==> src/rtl/ber_monitor.sv <==
// Windowed bit-error-rate monitor for the 64-bit PRBS7 receive path.
// Optional running totals are compiled in when BER_MONITOR_TOTALS_EN is defined.
module ber_monitor #(
    parameter int WORDWIDTH   = 64,
    parameter int WINDOW_LOG2 = 10,
    parameter int SETTLE      = 16,
    parameter int ERR_THRESH  = 16,
    parameter int BAD_WINDOWS = 4,
    parameter int TOT_WIDTH   = 48
) (
    input  logic                     clk,
    input  logic                     reset,
    input  logic                     aligned,
    input  logic [WORDWIDTH-1:0]     errorBits,
    output logic [WINDOW_LOG2+6:0]   win_err_count,
    output logic                     win_done,
    output logic [3:0]               bad_streak,
    output logic                     locked,
    output logic                     realign,
    output logic [TOT_WIDTH-1:0]     tot_err_count,
    output logic [TOT_WIDTH-1:0]     tot_word_count
);
    localparam int CW = WINDOW_LOG2 + 7;

    typedef enum logic [1:0] {
        S_IDLE    = 2'd0,
        S_SETTLE  = 2'd1,
        S_MEASURE = 2'd2,
        S_LOST    = 2'd3
    } state_t;

    state_t                 state, state_next;
    logic [7:0]             settle_cnt;
    logic [WINDOW_LOG2-1:0] word_cnt;
    logic                   p1_valid, p1_last;
    logic [6:0]             p1_pop;
    logic [CW-1:0]          acc;
    logic                   p2_valid;
    logic [CW-1:0]          p2_sum;
    logic                   measuring;
    logic                   window_bad;
    logic [3:0]             streak_next;
    logic                   hit_limit;

    function automatic logic [6:0] popcount(input logic [WORDWIDTH-1:0] w);
        logic [6:0] s;
        s = '0;
        for (int i = 0; i < WORDWIDTH; i++) s = s + 7'(w[i]);
        return s;
    endfunction

    assign measuring   = (state == S_MEASURE) && aligned;
    assign window_bad  = p2_sum > CW'(ERR_THRESH);
    assign streak_next = window_bad ? ((bad_streak == 4'hF) ? 4'hF : bad_streak + 4'd1) : 4'd0;
    // A window reporting after the link already dropped only updates the streak.
    assign hit_limit   = p2_valid && (state == S_MEASURE) && (streak_next == 4'(BAD_WINDOWS));
    assign locked      = (state == S_MEASURE);

    always_comb begin
        state_next = state;
        case (state)
            S_IDLE:    if (aligned) state_next = (SETTLE <= 1) ? S_MEASURE : S_SETTLE;
            S_SETTLE: begin
                if (!aligned)                           state_next = S_IDLE;
                else if (settle_cnt == 8'(SETTLE - 1))  state_next = S_MEASURE;
            end
            S_MEASURE: begin
                if (hit_limit)     state_next = S_LOST;
                else if (!aligned) state_next = S_IDLE;
            end
            S_LOST:    if (!aligned) state_next = S_IDLE;
            default:   state_next = S_IDLE;
        endcase
    end

    always_ff @(posedge clk) begin
        if (reset) begin
            state         <= S_IDLE;
            settle_cnt    <= '0;
            word_cnt      <= '0;
            p1_valid      <= 1'b0;
            p1_last       <= 1'b0;
            p1_pop        <= '0;
            acc           <= '0;
            p2_valid      <= 1'b0;
            p2_sum        <= '0;
            win_err_count <= '0;
            win_done      <= 1'b0;
            bad_streak    <= '0;
            realign       <= 1'b0;
        end else begin
            state <= state_next;

            // The word that moves IDLE into SETTLE counts as the first settle word.
            if (state == S_IDLE)                  settle_cnt <= 8'd1;
            else if (state == S_SETTLE && aligned) settle_cnt <= settle_cnt + 8'd1;

            p1_valid <= measuring;
            if (measuring) begin
                p1_pop   <= popcount(errorBits);
                p1_last  <= &word_cnt;
                word_cnt <= word_cnt + 1'b1;
            end else begin
                word_cnt <= '0;
            end

            // A closing word always completes its window, even across a link drop.
            if (p1_valid && p1_last) begin
                p2_valid <= 1'b1;
                p2_sum   <= acc + CW'(p1_pop);
                acc      <= '0;
            end else begin
                p2_valid <= 1'b0;
                if (!measuring)    acc <= '0;
                else if (p1_valid) acc <= acc + CW'(p1_pop);
            end

            win_done <= p2_valid;
            realign  <= hit_limit;
            if (p2_valid) begin
                win_err_count <= p2_sum;
                bad_streak    <= streak_next;
            end else if (state == S_IDLE) begin
                bad_streak <= '0;
            end
        end
    end

`ifdef BER_MONITOR_TOTALS_EN
    logic [TOT_WIDTH:0] err_sum;
    assign err_sum = {1'b0, tot_err_count} + (TOT_WIDTH + 1)'(p1_pop);

    always_ff @(posedge clk) begin
        if (reset) begin
            tot_err_count  <= '0;
            tot_word_count <= '0;
        end else if (p1_valid) begin
            tot_err_count <= err_sum[TOT_WIDTH] ? {TOT_WIDTH{1'b1}} : err_sum[TOT_WIDTH-1:0];
            if (tot_word_count != {TOT_WIDTH{1'b1}}) tot_word_count <= tot_word_count + 1'b1;
        end
    end
`else
    assign tot_err_count  = '0;
    assign tot_word_count = '0;
`endif

endmodule

==> config.mk <==
export PLATFORM = sky130hd
export DESIGN_NAME = ber_monitor
export DESIGN_NICKNAME = d
export VERILOG_FILES = /design/src/rtl/ber_monitor.sv
export SDC_FILE = /design/constraint.sdc
export NUM_CORES = 1
export LEC_CHECK = 0
export CORE_UTILIZATION = 45
export CTS_CLUSTER_DIAMETER = 150
export DETAILED_ROUTE_END_ITERATION = 10
export PLACE_DENSITY_LB_ADDON = 0.1
export SYNTH_ARGS = -nofsm -noshare
export SYNTH_HDL_FRONTEND = slang
export SYNTH_SLANG_ARGS = --single-unit
==> constraint.sdc <==
create_clock -name clk -period 9.7 [get_ports clk]
set_input_delay 2.91 -clock clk [delete_from_list [all_inputs] [get_ports clk]]
set_output_delay 2.91 -clock clk [all_outputs]
set_load 0.05 [all_outputs]
==> flow_metrics.env, run 1 <==
export IMPL_critPathTopFamily="adder cells"
export IMPL_power_density_nw_per_um2=330
export IMPL_tns_ns=0
export IMPL_start_util_pct=46.0
export IMPL_vias_per_cell=4.56
export IMPL_grt_util_met1_pct=19.9
export IMPL_grt_met2_usage_pct=26.6
export IMPL_fmax_mhz=114
export IMPL_drc=0
export IMPL_cts_repair_timing_setup_buffer_count=0
export IMPL_pwr_share_seq_pct=15.2
export IMPL_rsz0062_at_grt="no"
export IMPL_die_area_um2=14600
export IMPL_path_common_cell="fa_1"
export IMPL_startpoint_type="input port"
export IMPL_worstPathCellList="clkdlybuf4s50_1, inv_1, fa_1, inv_1, fa_1, fa_1, inv_1, fa_1, inv_1, fa_1, fa_1, fa_1, inv_1, fa_1, inv_1, fa_1, a21o_1, a21oi_1, nor2b_1, nor4_1, nor4_1"
export IMPL_cpPeakStageDelay_ns=0.55
export IMPL_worstMarginPinSlew_ns=1.16
export IMPL_cts_sinks=87
export IMPL_nets=929
export IMPL_yosysUniqueCellTypes=56
export IMPL_max_cap_viol_count=0
export IMPL_diodes=0
export IMPL_core_area_um2=13800
export IMPL_ir_drop_mv=0.465
export IMPL_dieWidth_um=121
export IMPL_post_drt_wl_per_cell_um=11.3
export IMPL_synth_area_leaders="dfxtp_1, fa_1, buf_4"
export IMPL_syn_to_final_growth_pct=15.5
export IMPL_p_switching_mw=1.08
export IMPL_combPwrFrac_pct=70.8
export IMPL_clockRootBuffer="clkbuf_16"
export IMPL_cp_max_fo=2
export IMPL_yosys_register_bits=87
export IMPL_cts_resized=0
export IMPL_internal_power_mw=1.34
export IMPL_synth_main_ff_cell="dfxtp_1"
export IMPL_vias=4414
export IMPL_finalHoldViolCount=0
export IMPL_hold_class="flip-flop to flip-flop"
export IMPL_clockPowerShare_pct=14.0
export IMPL_first_global_vias=4171
export IMPL_overflow=0
export IMPL_cts_made_buffers=9
export IMPL_track_usage_pct=15.5
export IMPL_fin_worst_skew_ns=0.00777
export IMPL_yosys_area_top_type="dfxtp_1"
export IMPL_grt_pass1_wl_um=18400
export IMPL_critPathKind="input port to flip-flop"
export IMPL_final_common_cell="inv_1"
export IMPL_clockBufferDepth=2
export IMPL_postRouteAntennaNets=0
export IMPL_clk_pin_slew_ns=0.06
export IMPL_syn_area_per_cell_um2=9.07
export IMPL_min_period_ns=8.74
export IMPL_ys_warn_count=0
export IMPL_nFillCells=1316
export IMPL_use_met3_pct=3.01
export IMPL_final_cell_mix="inv_1, conb_1, clkdlybuf4s50_1"
export IMPL_tritoncts="yes"
export IMPL_end_kind="flip-flop"
export IMPL_drive_above_1_share_pct=4.19
export IMPL_finalSetupViolCount=0
export IMPL_drt_iter0_markers=215
export IMPL_h_tree_depth=3
export IMPL_drt_pre_antenna_iters=4
export IMPL_seq_area_frac_synth_pct=27.4
export IMPL_io_buffers=90
export IMPL_top_usage_layer="met2"
export IMPL_crit_path_top_delay_cell="fa_1"
export IMPL_switching_share_pct=44.7
export IMPL_die_y_um=121
export IMPL_worstPathArrival_ns=8.94
export IMPL_yosysTopAreaCellShare_pct=27.4
export IMPL_outcome="complete, no violations"
export IMPL_num_io_pins=187
export IMPL_grt_start_max_net_pins=42
export IMPL_rows=43
export IMPL_max_slew_margin_pct=21.9
export IMPL_dpl_hpwl_um=8850
export IMPL_insertion_delay_ns=0.33
export IMPL_synth_edf_count=0
export IMPL_wl_um=10900
export IMPL_path_buf_inv=7
export IMPL_async_flop_share_pct=0
export IMPL_place_congestion=0.788
export IMPL_cts_hold_buf=0
export IMPL_finalMaxSlewViolations=0
export IMPL_worstPathRequired_ns=9.90
export IMPL_syn_inst=702
export IMPL_leakage_nw=3.11
export IMPL_post_route_period_util_pct=90.1
export IMPL_syn_area_um2=6360
export IMPL_antenna_found_initial=0
export IMPL_final_util_pct=53.2
==> power by group through the flow <==
stage	sequential, mW	clock [mW]	combinational (mW)
global placement	0.377	0	1.73
global route	0.369	0.363	2.00
detailed placement	0.377	0	1.75
floorplan	0.375	0	1.49
finish	0.369	0.339	1.72
CTS	0.369	0.346	1.76
==> metal layers <==
metal | share of wire (%) | wire length (um)
met4 | 1.1 | 124
met1 | 47 | 5090
met5 | 0 | 0
met2 | 48 | 5220
met3 | 4.5 | 496
==> worst register-to-register path, cell delays in order (launching register included) <==
cell,delay (ns)
dfxtp_1,0.31
ha_1,0.21
inv_1,0.07
fa_1,0.20
nor2b_1,0.08
o31ai_2,0.92
nand2b_1,0.15
xnor2_1,0.31
o32ai_1,0.14
==> cells in the mapped netlist, drive strengths merged, types with 2 or more instances <==
| library cell | instances |
|---|---|
| and2 | 4 |
| nor4 | 8 |
| a21oi | 30 |
| inv | 106 |
| nor2 | 64 |
| o32ai | 3 |
| buf | 104 |
| clkbuf | 15 |
| nand2b | 3 |
| o2111ai | 3 |
| a211oi | 9 |
| nor3b | 2 |
| o211ai | 8 |
| dfxtp | 87 |
| ha | 25 |
| nand3 | 18 |
| xor2 | 19 |
| a2111oi | 5 |
| o31ai | 4 |
| nor2b | 3 |
| nand3b | 3 |
| a31oi | 3 |
| nor4b | 2 |
| fa | 55 |
| and4 | 2 |
| o21ai | 16 |
| nor3 | 4 |
| nand2 | 33 |
| a21o | 4 |
| and3 | 2 |
| nand4 | 2 |
| xnor2 | 22 |
| mux2i | 22 |
==> worst paths after layout <==
path                                             start                      to  slack, ns  depth (start not counted)
worst max-delay path                     errorBits[35]  p1_pop[6]$_SDFFE_PP0P_       0.96                         21
worst min-delay path            p1_pop[0]$_SDFFE_PP0P_  p1_pop[0]$_SDFFE_PP0P_       0.46                          2
worst max register to register  p1_pop[0]$_SDFFE_PP0P_     acc[6]$_SDFFE_PP0P_       7.17                          8
worst min register to register  p1_pop[0]$_SDFFE_PP0P_  p1_pop[0]$_SDFFE_PP0P_       0.46                          2
==> registers in the layout (all words and copies together), names as in the netlist <==
name and count:
acc 17, bad_streak 4, p1_last 1, p1_pop 7, p1_valid 1, p2_sum 17, p2_valid 1, realign 1
settle_cnt 8, state 2, win_done 1, win_err_count 17, word_cnt 10
==> per-stage QoR <==
step                      cell area (um2)  setup WS, ns  std cells  hold WS, ns  total power [mW]
final                                7350         0.958        967        0.459              2.43
after global routing                 7350         0.784        967        0.494              2.74
after CTS                            7350         0.940        967        0.463              2.48
after detailed placement             7060         0.568        951        0.455              2.13
after global placement               7060         0.697        951        0.442              2.10
after floorplan                      6720          1.29        797        0.430              1.86
==> layout make-up <==
class,count,area [um2],share of cell area (%)
Clock buffer,11,233,3.17
Multi-Input combinational cell,485,3770,51.3
Tap cell,180,225,3.06
Sequential cell,87,1740,23.7
Clock inverter,5,58.8,0.800
Inverter,106,398,5.41
Timing Repair Buffer,93,923,12.6
==> cell families after synthesis <==
kind of cell / share of synthesized area, %
multiplexers: 3.46
XOR/XNOR: 5.64
AND/OR/NAND/NOR: 11.7
adder cells (fa/ha/maj): 22.2
other: 0.0589
AO/OA/AOI/OAI: 10.5
flip-flops: 27.4
buffers and inverters: 19.1
No activity file was read; power rests on OpenSTA's default activity.
==> run 2, diff against run 1 <==
clock period = 8.5 ns   (was 9.7 ns; I/O delays follow)
==> flow_metrics.env, run 2 (synthesized netlist as in run 1, its figures left out) <==
export IMPL_outcome="complete, no violations"
export IMPL_core_area_um2=13800
export IMPL_postRouteAntennaNets=0
export IMPL_diodes=0
export IMPL_drt_pre_antenna_iters=4
export IMPL_vias=4477
export IMPL_reg2reg_from="p1_pop[0]$_SDFFE_PP0P_"
export IMPL_start_util_pct=46.0
export IMPL_clk_pin_slew_ns=0.06
export IMPL_grt_start_max_net_pins=42
export IMPL_fmax_mhz=121
export IMPL_first_global_vias=4138
export IMPL_ir_drop_mv=0.449
export IMPL_rsz0062_at_grt="no"
export IMPL_post_route_period_util_pct=97.1
export IMPL_overflow=0
export IMPL_finalHoldViolCount=0
export IMPL_insertion_delay_ns=0.33
export IMPL_worstMarginPinSlew_ns=1.21
export IMPL_post_drt_wl_per_cell_um=11.3
export IMPL_drive_above_1_share_pct=4.56
export IMPL_syn_to_final_growth_pct=16.2
export IMPL_dieWidth_um=121
export IMPL_max_slew_margin_pct=18.9
export IMPL_cts_repair_timing_setup_buffer_count=0
export IMPL_die_area_um2=14600
export IMPL_cts_sinks=87
export IMPL_end_kind="flip-flop"
export IMPL_min_period_ns=8.25
export IMPL_tns_ns=0
export IMPL_track_usage_pct=15.5
export IMPL_antenna_found_initial=0
export IMPL_max_cap_viol_count=0
export IMPL_cp_startpoint="errorBits[35]"
export IMPL_tritoncts="yes"
export IMPL_nets=931
export IMPL_fin_worst_skew_ns=0.00708
export IMPL_num_io_pins=187
export IMPL_final_common_cell="inv_1"
export IMPL_cp_max_fo=2
export IMPL_reg_top3="acc x17, p2_sum x17, win_err_count x17"
export IMPL_grt_pass1_wl_um=18300
export IMPL_place_congestion=0.778
export IMPL_worstPathRequired_ns=8.71
export IMPL_clockRootBuffer="clkbuf_16"
export IMPL_hold_start="p1_pop[0]$_SDFFE_PP0P_"
export IMPL_wl_um=10900
export IMPL_rows=43
export IMPL_cts_made_buffers=9
export IMPL_io_buffers=90
export IMPL_leakage_nw=3.14
export IMPL_drc=0
export IMPL_hold_slack_ns=0.460
export IMPL_final_cell_mix="inv_1, conb_1, clkdlybuf4s50_1"
export IMPL_cts_hold_buf=0
export IMPL_die_y_um=121
export IMPL_power_density_nw_per_um2=395
export IMPL_finalSetupViolCount=0
export IMPL_clockBufferDepth=2
export IMPL_dpl_hpwl_um=8810
export IMPL_drt_iter0_markers=202
export IMPL_h_tree_depth=3
export IMPL_vias_per_cell=4.62
export IMPL_startpoint_type="input port"
export IMPL_critPathKind="input port to flip-flop"
export IMPL_hold_class="flip-flop to flip-flop"
export IMPL_worstPathArrival_ns=8.46
export IMPL_finalMaxSlewViolations=0
export IMPL_cts_resized=0
==> run 2: cell type report <==
cell class / instances / area [um2]
Fill cell: 1281 / 6430
Clock inverter: 6 / 95.1
Inverter: 106 / 398
Sequential cell: 87 / 1740
Tap cell: 180 / 225
Timing Repair Buffer: 95 / 938
Clock buffer: 10 / 229
Multi-Input combinational cell: 485 / 3770
==> run 2: critical path, cell delays in order <==
cell             delay, ns
clkdlybuf4s50_1       0.45
inv_1                 0.05
fa_1                  0.52
inv_1                 0.05
fa_1                  0.42
fa_1                  0.54
inv_1                 0.05
fa_1                  0.52
inv_1                 0.05
fa_1                  0.51
fa_1                  0.44
fa_1                  0.55
inv_1                 0.05
fa_1                  0.52
inv_1                 0.06
fa_1                  0.43
a21o_1                0.16
a21oi_1               0.17
buf_4                 0.14
xor2_1                0.13
o21ai_0               0.08
==> run 2: worst paths after layout <==
path | to | slack (ns) | depth (start not counted)
min | p1_pop[0]$_SDFFE_PP0P_ | 0.46 | 2
max | p1_pop[4]$_SDFFE_PP0P_ | 0.25 | 21
min reg2reg | p1_pop[0]$_SDFFE_PP0P_ | 0.46 | 2
max reg2reg | p2_sum[10]$_SDFFE_PP0P_ | 5.93 | 8
==> run 2: stage by stage <==
step / cells / power, mW / worst slack [ns] / instance area, um2 / util (%)
finish: 969 / 2.92 / 0.245 / 7400 / 53.5
global route: 969 / 3.29 / 0.0404 / 7400 / 53.5
CTS: 969 / 2.99 / 0.193 / 7400 / 53.5
detailed placement: 953 / 2.55 / -0.168 / 7070 / 51.2
global placement: 953 / 2.53 / -0.108 / 7070 / 51.2
floorplan: 797 / 2.12 / 0.449 / 6720 / -
==> run 2: report_power, final <==
part           leakage (nW)  total (mW)  switching (mW)  internal [mW]
sequential            0.701       0.421         0.00551          0.415
combinational          2.28        2.08            1.09          0.991
clock                 0.157       0.423           0.163          0.260
==> run 2: layer usage <==
layer | global-route usage, % | wire (um) | part of all wire (%)
met5 | 0 | 0 | 0
met4 | 4.48 | 116 | 1.1
met3 | 2.96 | 582 | 5.3
met2 | 26.0 | 5110 | 47
met1 | 20.2 | 5130 | 47
